## src/rtl/pc_ctrl.sv

```systemverilog
// ID-stage program-counter control: decodes branches/jumps, resolves them in ID,
// and stalls on load-use and branch-operand hazards with a saturating stall counter.
module pc_ctrl #(
  parameter int unsigned LOAD_USE_STALL = 1,
  parameter int unsigned ALU_BR_STALL   = 1,
  parameter int unsigned LOAD_BR_STALL  = 2
) (
  input  logic        clk,
  input  logic        rst_n,
  input  logic        id_valid,
  input  logic [31:0] instr_id,
  input  logic [31:0] pc4_id_full,
  input  logic [31:0] rs_data,
  input  logic [31:0] rt_data,
  input  logic        ex_reg_write,
  input  logic        ex_mem_read,
  input  logic [4:0]  ex_rd,
  input  logic        mem_mem_read,
  input  logic [4:0]  mem_rd,
  output logic [1:0]  pc_src,
  output logic        pc_write,
  output logic [31:0] beq,
  output logic [31:0] jr,
  output logic [27:0] offset28,
  output logic [3:0]  pc_4_id,
  output logic        if_id_write,
  output logic        if_id_flush,
  output logic        id_ex_bubble,
  output logic [15:0] stall_cycles
);

  typedef enum logic {RUN, STALL} state_t;

  state_t      state, state_next;
  logic [1:0]  cnt, cnt_next;
  logic [1:0]  need;
  logic        stall;

  logic [5:0]  opcode, funct;
  logic [4:0]  rs, rt;
  logic        is_beq, is_bne, is_j, is_jal, is_jr, is_sw, is_branch;
  logic        uses_rs, uses_rt;
  logic        match_ex, match_mem;

  assign opcode = instr_id[31:26];
  assign funct  = instr_id[5:0];
  assign rs     = instr_id[25:21];
  assign rt     = instr_id[20:16];

  assign is_beq    = (opcode == 6'b000100);
  assign is_bne    = (opcode == 6'b000101);
  assign is_j      = (opcode == 6'b000010);
  assign is_jal    = (opcode == 6'b000011);
  assign is_jr     = (opcode == 6'b000000) && (funct == 6'b001000);
  assign is_sw     = (opcode == 6'b101011);
  assign is_branch = is_beq || is_bne || is_jr;

  assign uses_rs = id_valid;
  assign uses_rt = id_valid && ((opcode == 6'b000000) || is_beq || is_bne || is_sw);

  assign match_ex  = (uses_rs && (rs != 5'd0) && (rs == ex_rd)) ||
                     (uses_rt && (rt != 5'd0) && (rt == ex_rd));
  assign match_mem = (uses_rs && (rs != 5'd0) && (rs == mem_rd)) ||
                     (uses_rt && (rt != 5'd0) && (rt == mem_rd));

  assign beq      = pc4_id_full + {{14{instr_id[15]}}, instr_id[15:0], 2'b00};
  assign jr       = rs_data;
  assign offset28 = {instr_id[25:0], 2'b00};
  assign pc_4_id  = pc4_id_full[31:28];

  always_comb begin
    need = 2'd0;
    if (state == RUN && id_valid) begin
      if (is_branch && match_ex && ex_reg_write)
        need = ex_mem_read ? 2'(LOAD_BR_STALL) : 2'(ALU_BR_STALL);
      else if (is_branch && match_mem && mem_mem_read)
        need = 2'd1;
      else if (!is_branch && !is_j && !is_jal && match_ex && ex_mem_read)
        need = 2'(LOAD_USE_STALL);
    end
  end

  assign stall = (state == STALL) || (need != 2'd0);

  always_ff @(posedge clk or negedge rst_n) begin
    if (!rst_n) begin
      state        <= RUN;
      cnt          <= '0;
      stall_cycles <= '0;
    end else begin
      state <= state_next;
      cnt   <= cnt_next;
      if (stall && stall_cycles != '1)
        stall_cycles <= stall_cycles + 16'd1;
    end
  end

  always_comb begin
    state_next = state;
    cnt_next   = cnt;
    case (state)
      RUN: begin
        if (need > 2'd1) begin
          state_next = STALL;
          cnt_next   = need - 2'd1;
        end
      end
      STALL: begin
        cnt_next = cnt - 2'd1;
        if (cnt == 2'd1)
          state_next = RUN;
      end
      default: begin
        state_next = RUN;
        cnt_next   = '0;
      end
    endcase
  end

  always_comb begin
    pc_src       = 2'b00;
    pc_write     = 1'b1;
    if_id_write  = 1'b1;
    if_id_flush  = 1'b0;
    id_ex_bubble = 1'b0;
    if (!rst_n) begin
      pc_write     = 1'b0;
      if_id_write  = 1'b0;
      if_id_flush  = 1'b1;
      id_ex_bubble = 1'b1;
    end else if (stall) begin
      pc_write     = 1'b0;
      if_id_write  = 1'b0;
      id_ex_bubble = 1'b1;
    end else if (id_valid) begin
      if ((is_beq && rs_data == rt_data) || (is_bne && rs_data != rt_data))
        pc_src = 2'b01;
      else if (is_j || is_jal)
        pc_src = 2'b10;
      else if (is_jr)
        pc_src = 2'b11;
      if_id_flush = (pc_src != 2'b00);
    end
  end

endmodule

```

## config.mk

```make
export PLATFORM = sky130hd
export DESIGN_NAME = pc_ctrl
export DESIGN_NICKNAME = d
export VERILOG_FILES = /design/src/rtl/pc_ctrl.sv
export SDC_FILE = /design/constraint.sdc
export NUM_CORES = 1
export LEC_CHECK = 0
export CAP_MARGIN = 25
export CORE_MARGIN = 2
export CORE_UTILIZATION = 39
export DETAILED_ROUTE_END_ITERATION = 8
export PLACE_DENSITY = 0.9
export SETUP_SLACK_MARGIN = 0.1
export SLEW_MARGIN = 40
export SYNTH_ARGS = -nofsm -noshare
export SYNTH_HDL_FRONTEND = slang
export SYNTH_SLANG_ARGS = --single-unit
```

## constraint.sdc

```tcl
create_clock -name clk -period 8.8 [get_ports clk]
set_input_delay 1.76 -clock clk [delete_from_list [all_inputs] [get_ports clk]]
set_output_delay 1.76 -clock clk [all_outputs]
set_load 0.005 [all_outputs]
```

# Yosys cells after proc, flatten, opt, wreduce, memory -nomap -nowiden
# Index checks and enable logic that the tools add are counted.
# Widths: inputs -> output; s select.
[totals]
reg_bits = 19
in_bits = 144
out_inout_bits = 118
elab_cells = 88
[op_classes]
add_sub_neg = 4
n_lt_le_gt_ge = 1
n_eq_ne = 15
n_mux = 26
bitwise = 1
reduce_logical = 38
[ops]
columns = ["operator", "count"]
rows = [
  ["$add 32x32->32", 1],
  ["$eq 32x32->1", 1],
  ["$ne 32x32->1", 1],
  ["$mux 2", 13],
  ["$eq 5x5->1", 4],
  ["$logic_and 1x1->1", 20],
  ["$add 16x1->16 const B", 1],
  ["$ne 16x16->1 const B", 1],
  ["$eq 6x2->1 const B", 2],
  ["$eq 6x3->1 const B", 2],
  ["$mux 1", 11],
  ["$logic_or 1x1->1", 10],
  ["$reduce_bool 5->1", 2],
  ["$eq 6x4->1 const B", 1],
  ["$eq 6x6->1 const B", 1],
  ["$logic_not 6->1", 1],
  ["$pmux 2 s2", 1],
  ["$reduce_bool 2->1", 2],
  ["$sub 2x1->2 const B", 2],
  ["$logic_not 1->1", 3],
  ["$eq 2x1->1 const B", 1],
  ["$gt 2x1->1 const B", 1],
  ["$ne 2x1->1 const B", 1],
  ["$pmux 1 s2", 1],
  ["$not 1->1", 1],
]

# Logic depth before layout (Yosys ltp)
# Gate-level depths: netlist of the first run.
[depth]
ltp_word = 22
depth_mapped = 16
depth_no_buf = 15

# Worst setup path before layout of the first run
# OpenSTA, ideal clock, no wires.
[synth_timing]
path_type = "input port to output port"
from = "in instr_id[2]"
to = "out pc_src[1]"
t_arrival_ns = 3.886
required_time_ns = 7.040
path_slack_ns = 3.154
path_stages = 12
path_buffers = 0
path_cell_list = "or4b_1 nor4_2 nor3_1 o21ai_1 nand3_1 a32o_1 nand3_1 ha_1 nor2b_1 and2_1 nand2_1 nor4_1"
[synth_between]
elab_chain_len = 16
elab_cells_between_ends = 27
classes_between = "eq/ne: 1; mux: 13; reduce/logical: 13"
[synth_rtl]
columns = ["element", "line", "text"]
rows = [
  ["start: declaration", "11", "input logic [31:0] instr_id,"],
  ["$eq 6x4->1 (*)", "54", "assign is_jr = (opcode == 6'b000000) && (funct == 6'b001000);"],
  ["$logic_and 1x1->1 (*)", "54", ""],
  ["$logic_or 1x1->1", "56", "assign is_branch = is_beq || is_bne || is_jr;"],
  ["$logic_not 1->1", "78", "else if (!is_branch && !is_j && !is_jal && match_ex && ex_mem_read)"],
  ["$logic_and 1x1->1 (4 in a row)", "78", ""],
  ["$mux 1", "78", ""],
  ["$mux 1", "76", "else if (is_branch && match_mem && mem_mem_read)"],
  ["$mux 2", "74", "if (is_branch && match_ex && ex_reg_write)"],
  ["$mux 2", "73", "if (state == RUN && id_valid) begin"],
  ["$reduce_bool 2->1", "83", "assign stall = (state == STALL) || (need != 2'd0);"],
  ["$logic_or 1x1->1", "83", ""],
  ["$mux 2 (*)", "131", "end else if (stall) begin"],
  ["$mux 2 (*)", "126", "if (!rst_n) begin"],
  ["end: declaration", "20", "output logic [1:0] pc_src,"],
]
# Mark *: on every way between the ends. The rest lies on a longest branch, timed or not. The select of a mux whose other input is x is not followed.

# Worst setup path in the final report of the first run
[layout_timing]
from = "in instr_id[15]"
to = "out beq[30]"
[layout_between]
elab_chain_len = 1
[layout_rtl]
columns = ["element", "line", "text"]
rows = [
  ["$add 32x32->32", "66", "assign beq = pc4_id_full + {{14{instr_id[15]}}, instr_id[15:0], 2'b00};"],
  ["end: declaration", "22", "output logic [31:0] beq,"],
]
# Every way passes these cells.

==> results.cfg, run 1 <==
[cts]
ctsResizeCount = 0
hold_buffers = 0
cts_root_buf = clkbuf_8
clkSinkCount = 19
numCtsBuffers = 3
clk_pin_slew_ps = 70
cts_setup_buffers = 0
clock_latency_ps = 260
cts_tree = yes
cts.path.max_buffers = 2
cts_htree_levels = 1

[power]
p_sw_frac = 0.349
power_density_mw_per_mm2 = 84.1
totalPowerFinal_mw = 0.505
p_sw_mw = 0.176
p_int_mw = 0.328
power_frac_comb = 0.689
clkPwrFrac = 0.121
ir_worst_vdd_mv = 0.0457
power_frac_seq = 0.191
leakagePower_nw = 2.48

[hold_path]
min_path_cells = 1
hp-start = cnt[0]
hold_class = flop to flop

[synthesis]
yosys.cell_count.top_type = buf_4
synth_top_area_share = 0.134
synth_top_cells_by_count = buf_4, xor2_1, xnor2_1
ys.flop_type = dfrtp_1
synth_edf_count = 0
synth_area_leaders = buf_4, dfrtp_1, xor2_1
ys_warn_count = 0
ys_ff_latch = 19
avgSynthCellArea_um2 = 8.06
ys_types = 64
async_flop_share = 1.00
yosysTopAreaCell = buf_4
syn-instance-count = 465
seq_area_frac_synth = 0.127
netlist_area_mm2 = 0.00375

[finish]
fillers = 761
fin_util = 0.647
seqCellArea_um2 = 475
multi_input_area_mm2 = 0.00269
areaGrowthSynthToFinish_pct = 60.2
drive_gt1_frac = 0.0274
nets = 835
final_cells = 786

[die]
boundaryPins = 262
die-area_mm2 = 0.0104
row_count = 35
die_x_um = 102
fp.coreArea_mm2 = 0.00928
die_y_um = 102
initial_core_util = 0.404

[critical_path]
r2r_cells = 10
startpoint_type = input port
critical_path_arrival_ps = 5220
cp_slowest_cell = clkdlybuf4s50_1
cp_max_fo = 16
required_ps = 7040
endpoint_kind = output port
crit_chain = clkdlybuf4s50_1, ha_1, o21a_1, o211a_1, nor3_4, o21ai_2, a2111o_1, a2111o_1, o311ai_1, clkdlybuf4s50_1
r2r-start = state
crit_start = instr_id[15]
slowest_delay_ps = 780
path_class = input port to output port

[global_routing]
grt_pass1_wl_um = 20900
grt_max_degree = 22
track_usage = 0.250
antenna_found_initial = 1
grt-ovfl-total = 0
grt_pass1_vias = 4089

[timing]
worstMarginPinSlew_ps = 707
hold_viol = 0
fin_crit_sh = 0.793
slew_violations = 0
fin_ws_ps = 1820
fin_skew_ps = 5.91
slew_headroom = 0.527
rsz0062_at_grt = false
final.setup.tns_ps = 0
fmax_mhz = 143
setup_viol = 0
finalCriticalPeriod_ps = 6980

[place]
port_buffers = 255
place_congestion = 1.03
place_inst = 781
dp_hpwl_um = 11600
dp_worst_setup_slack_ps = 1840

[detailed_routing]
drtIter0Drc = 135
detail-route-antenna-nets = 0
drc = 0
drtPass1Iterations = 5
wl_per_cell_um = 17.0
wl_um = 13400
routed-via-count = 4077
post_drt_via_cell_ratio = 5.19

[flow_run]
cap_violations = 0

[outcome]
run_status = finished, final reports clean
[worst max-delay path: cells and delay by family]
family / cells / cell delay [ps]
and+or+nand+nor: 1 / 120
AOI/OAI and AO/OA: 6 / 1410
buffers and inverters: 2 / 1320
adders and majority gates: 1 / 590
[metal layers]
metal	up-vias	part of all wire	GRT usage
met3	17	0.087	0.0575
li1	1993	-	-
met1	1894	0.42	0.316
met5	-	0	0
met2	173	0.48	0.445
met4	0	0.010	0.0359
[power groups by stage]
stage / clock, mW / combinational [mW] / sequential (mW)
6_report: 0.0609 / 0.348 / 0.0962
3_5_place_dp: 0 / 0.345 / 0.0979
4_1_cts: 0.0623 / 0.348 / 0.0962
3_3_place_gp: 0 / 0.336 / 0.0978
5_1_grt: 0.0647 / 0.377 / 0.0970
2_1_floorplan: 0 / 0.163 / 0.0974
[layout make-up]
class                           instances  area share
Multi-Input combinational cell        358       0.448
Clock inverter                          1    0.000834
Timing Repair Buffer                  256       0.426
Tap cell                              129      0.0269
Sequential cell                        19      0.0792
Inverter                               19      0.0119
Clock buffer                            3     0.00688
Antenna cell                            1    0.000417
[logic make-up after synthesis]
| kind of cell | count (synthesis) | synth area share |
|---|---|---|
| simple gates | 132 | 0.195 |
| xor+xnor | 89 | 0.208 |
| other cells | 1 | 0.00100 |
| buf+inv | 89 | 0.157 |
| fa+ha+maj | 34 | 0.116 |
| compound gates | 98 | 0.188 |
| mux | 3 | 0.00868 |
| flops | 19 | 0.127 |
[metrics by stage]
stage / cell area, um^2 / hold WS [ps]
3_3_place_gp: 5960 / 468
3_5_place_dp: 5960 / 480
4_1_cts: 6000 / 495
5_1_grt: 6000 / 525
2_1_floorplan: 3750 / 451
6_report: 6000 / 493
[cells in the final DEF (no fill, tap or decap), drive strengths merged, types with 5 or more instances in the layout]
cell type	netlist	final
nor2b	6	6
o21a	8	8
a21oi	22	22
inv	19	19
nor3	11	11
nand2	18	18
o21ai	21	21
nor4	12	12
nor2	25	25
and3	11	11
dfrtp	19	19
nand4	9	9
ha	33	33
nand3	17	17
a21o	7	7
o311ai	6	6
xor2	53	53
xnor2	36	36
and2	5	5
clkdlybuf4s50	0	255
[flip-flops by register name (all words and copies together), names as in the netlist]
| register | count |
|---|---|
| stall_cycles | 16 |
| cnt | 2 |
| state | 1 |
[path summary, 6_finish.rpt]
kind	end	slack [ps]
setup / recovery	beq[30]	1820
min in group asynchronous	stall_cycles[11]	1840
hold / removal	cnt[0]	490
hold reg to reg	cnt[0]	490
max in group asynchronous	stall_cycles[7]	6750
setup reg to reg	stall_cycles[9]	6120
Note: power is estimated with default switching activity, not from simulation.
==> run 2: changes to the inputs <==
CORE_UTILIZATION = 36   (was 39)
PLACE_DENSITY = 0.84   (was 0.9)
clock period = 7 ns   (was 8.8 ns; I/O delays follow)
==> run 2 against run 1 <==
- sequential share of layout area about the same
- die area increased by 8.0%
- total power increased by 25%
- critical path depth increased by 4
- first-iteration DRC count increased by 1.5%
- setup slack got worse by 1100 ps
- routed wire length decreased by 3.0%
- largest power group unchanged
- sequential power increased by 27%
- combinational power increased by 25%
- clock skew decreased by 3.5 ps
==> results.cfg, run 2 (synthesis gave the netlist of run 1 again) <==
[critical_path]
cp_max_fo = 5
startpoint_type = input port
crit_family = simple AND/OR/NAND/NOR gates
path_class = input port to output port
cp_slowest_cell = or4b_1
required_ps = 5600
crit_chain = clkdlybuf4s50_1, or4b_1, nor4_2, nor3_1, o21ai_1, nand3_1, a32o_1, nand3_1, ha_1, nor2b_1, and2_1, nand2_1, nor4_1, clkdlybuf4s50_1
endpoint_kind = output port
slowest_delay_ps = 640
crit_buf_inv = 2
critical_path_arrival_ps = 4880

[timing]
fmax_mhz = 159
worst_hold_slack_ps = 493
fin_ws_ps = 715
final.setup.tns_ps = 0
rsz0062_at_grt = false
hold_viol = 0
fin_skew_ps = 2.40
slew_violations = 0
finalCriticalPeriod_ps = 6280
fin_crit_sh = 0.898
setup_viol = 0

[outcome]
run_status = finished, final reports clean

[finish]
nets = 835
fillers = 912
largest_reg_flops = 16
top_register = stall_cycles
top_regs = stall_cycles (16), cnt (2), state (1)
areaGrowthSynthToFinish_pct = 60.3
drive_gt1_frac = 0.0274
final_common_cell = clkdlybuf4s50_1
fin_util = 0.587
final_cells = 793
layout_common_cells = clkdlybuf4s50_1, xor2_1, xnor2_1

[hold_path]
hold_class = flop to flop

[cts]
numCtsBuffers = 3
clk_pin_slew_ps = 70
hold_buffers = 0
ctsResizeCount = 0
cts_tree = yes
cts_root_buf = clkbuf_8
clock_latency_ps = 250
cts_htree_levels = 1
clkSinkCount = 19
cts.path.max_buffers = 2
cts_setup_buffers = 0

[die]
initial_core_util = 0.366
die_x_um = 106
die-area_mm2 = 0.0112
row_count = 37
fp.coreArea_mm2 = 0.0102
die_y_um = 106
boundaryPins = 262

[place]
place_inst = 788
port_buffers = 255
dp_worst_setup_slack_ps = 752
place_congestion = 0.969
dp_hpwl_um = 11300

[global_routing]
grt_max_degree = 22
grt_pass1_wl_um = 20000
grt_pass1_vias = 3999
antenna_found_initial = 0
track_usage = 0.219
grt-ovfl-total = 0

[detailed_routing]
routed-via-count = 4013
drc = 0
wl_per_cell_um = 16.3
wl_um = 13000
drtIter0Drc = 137
detail-route-antenna-nets = 0
drtPass1Iterations = 4
post_drt_via_cell_ratio = 5.06

[power]
power_density_mw_per_mm2 = 105
ir_worst_vdd_mv = 0.0673
leakagePower_nw = 2.47

[flow_run]
cap_violations = 0
run 2: worst reg2reg max path, stage by stage, from the launching register on:
cell and delay (ps):
dfrtp_1 450, nor2b_1 260, and3_1 190, nand3_1 130, ha_1 230, nor2b_1 140, a31oi_1 390, and4_1 400
and3_1 230, nand3_1 100, xnor2_1 140
run 2: path summary, 6_finish.rpt:
path / start / end / slack (ps) / cells after the start
max: instr_id[2] / pc_src[1] / 720 / 14
min: stall_cycles[5] / stall_cycles[5] / 490 / 1
max reg2reg: state / stall_cycles[9] / 4240 / 10
min reg2reg: stall_cycles[5] / stall_cycles[5] / 490 / 1
max in group asynchronous: rst_n / stall_cycles[13] / 5600 / 1
min in group asynchronous: rst_n / stall_cycles[12] / 1090 / 1
run 2: cell type report:
type	count	area, um^2	share of cell area
Tap cell	136	170	0.0283
Inverter	19	71.3	0.0119
Timing Repair Buffer	256	2550	0.425
Antenna cell	1	2.50	0.000417
Sequential cell	19	475	0.0792
Multi-Input combinational cell	358	2690	0.447
Clock buffer	4	45.0	0.00750
run 2: layer usage:
layer / share of wire / up-vias / track usage
met5: 0 / - / 0
met4: 0.0079 / 0 / 0.0244
met1: 0.43 / 1834 / 0.274
li1: - / 2000 / -
met2: 0.49 / 171 / 0.404
met3: 0.075 / 8 / 0.0392
run 2: power by group:
part / internal (mW) / switching [mW] / leakage [nW]
clock: 0.0403 / 0.0319 / 0.0228
combinational: 0.258 / 0.177 / 2.19
sequential: 0.115 / 0.00664 / 0.259
total: 0.413 / 0.215 / 2.47
run 2: stage by stage:
stage               cell area [um^2]  power [mW]
finish                          6010       0.629
floorplan                       3750       0.327
CTS                             6010       0.633
detailed placement              5960       0.557
global route                    6000       0.673
global placement                5960       0.549
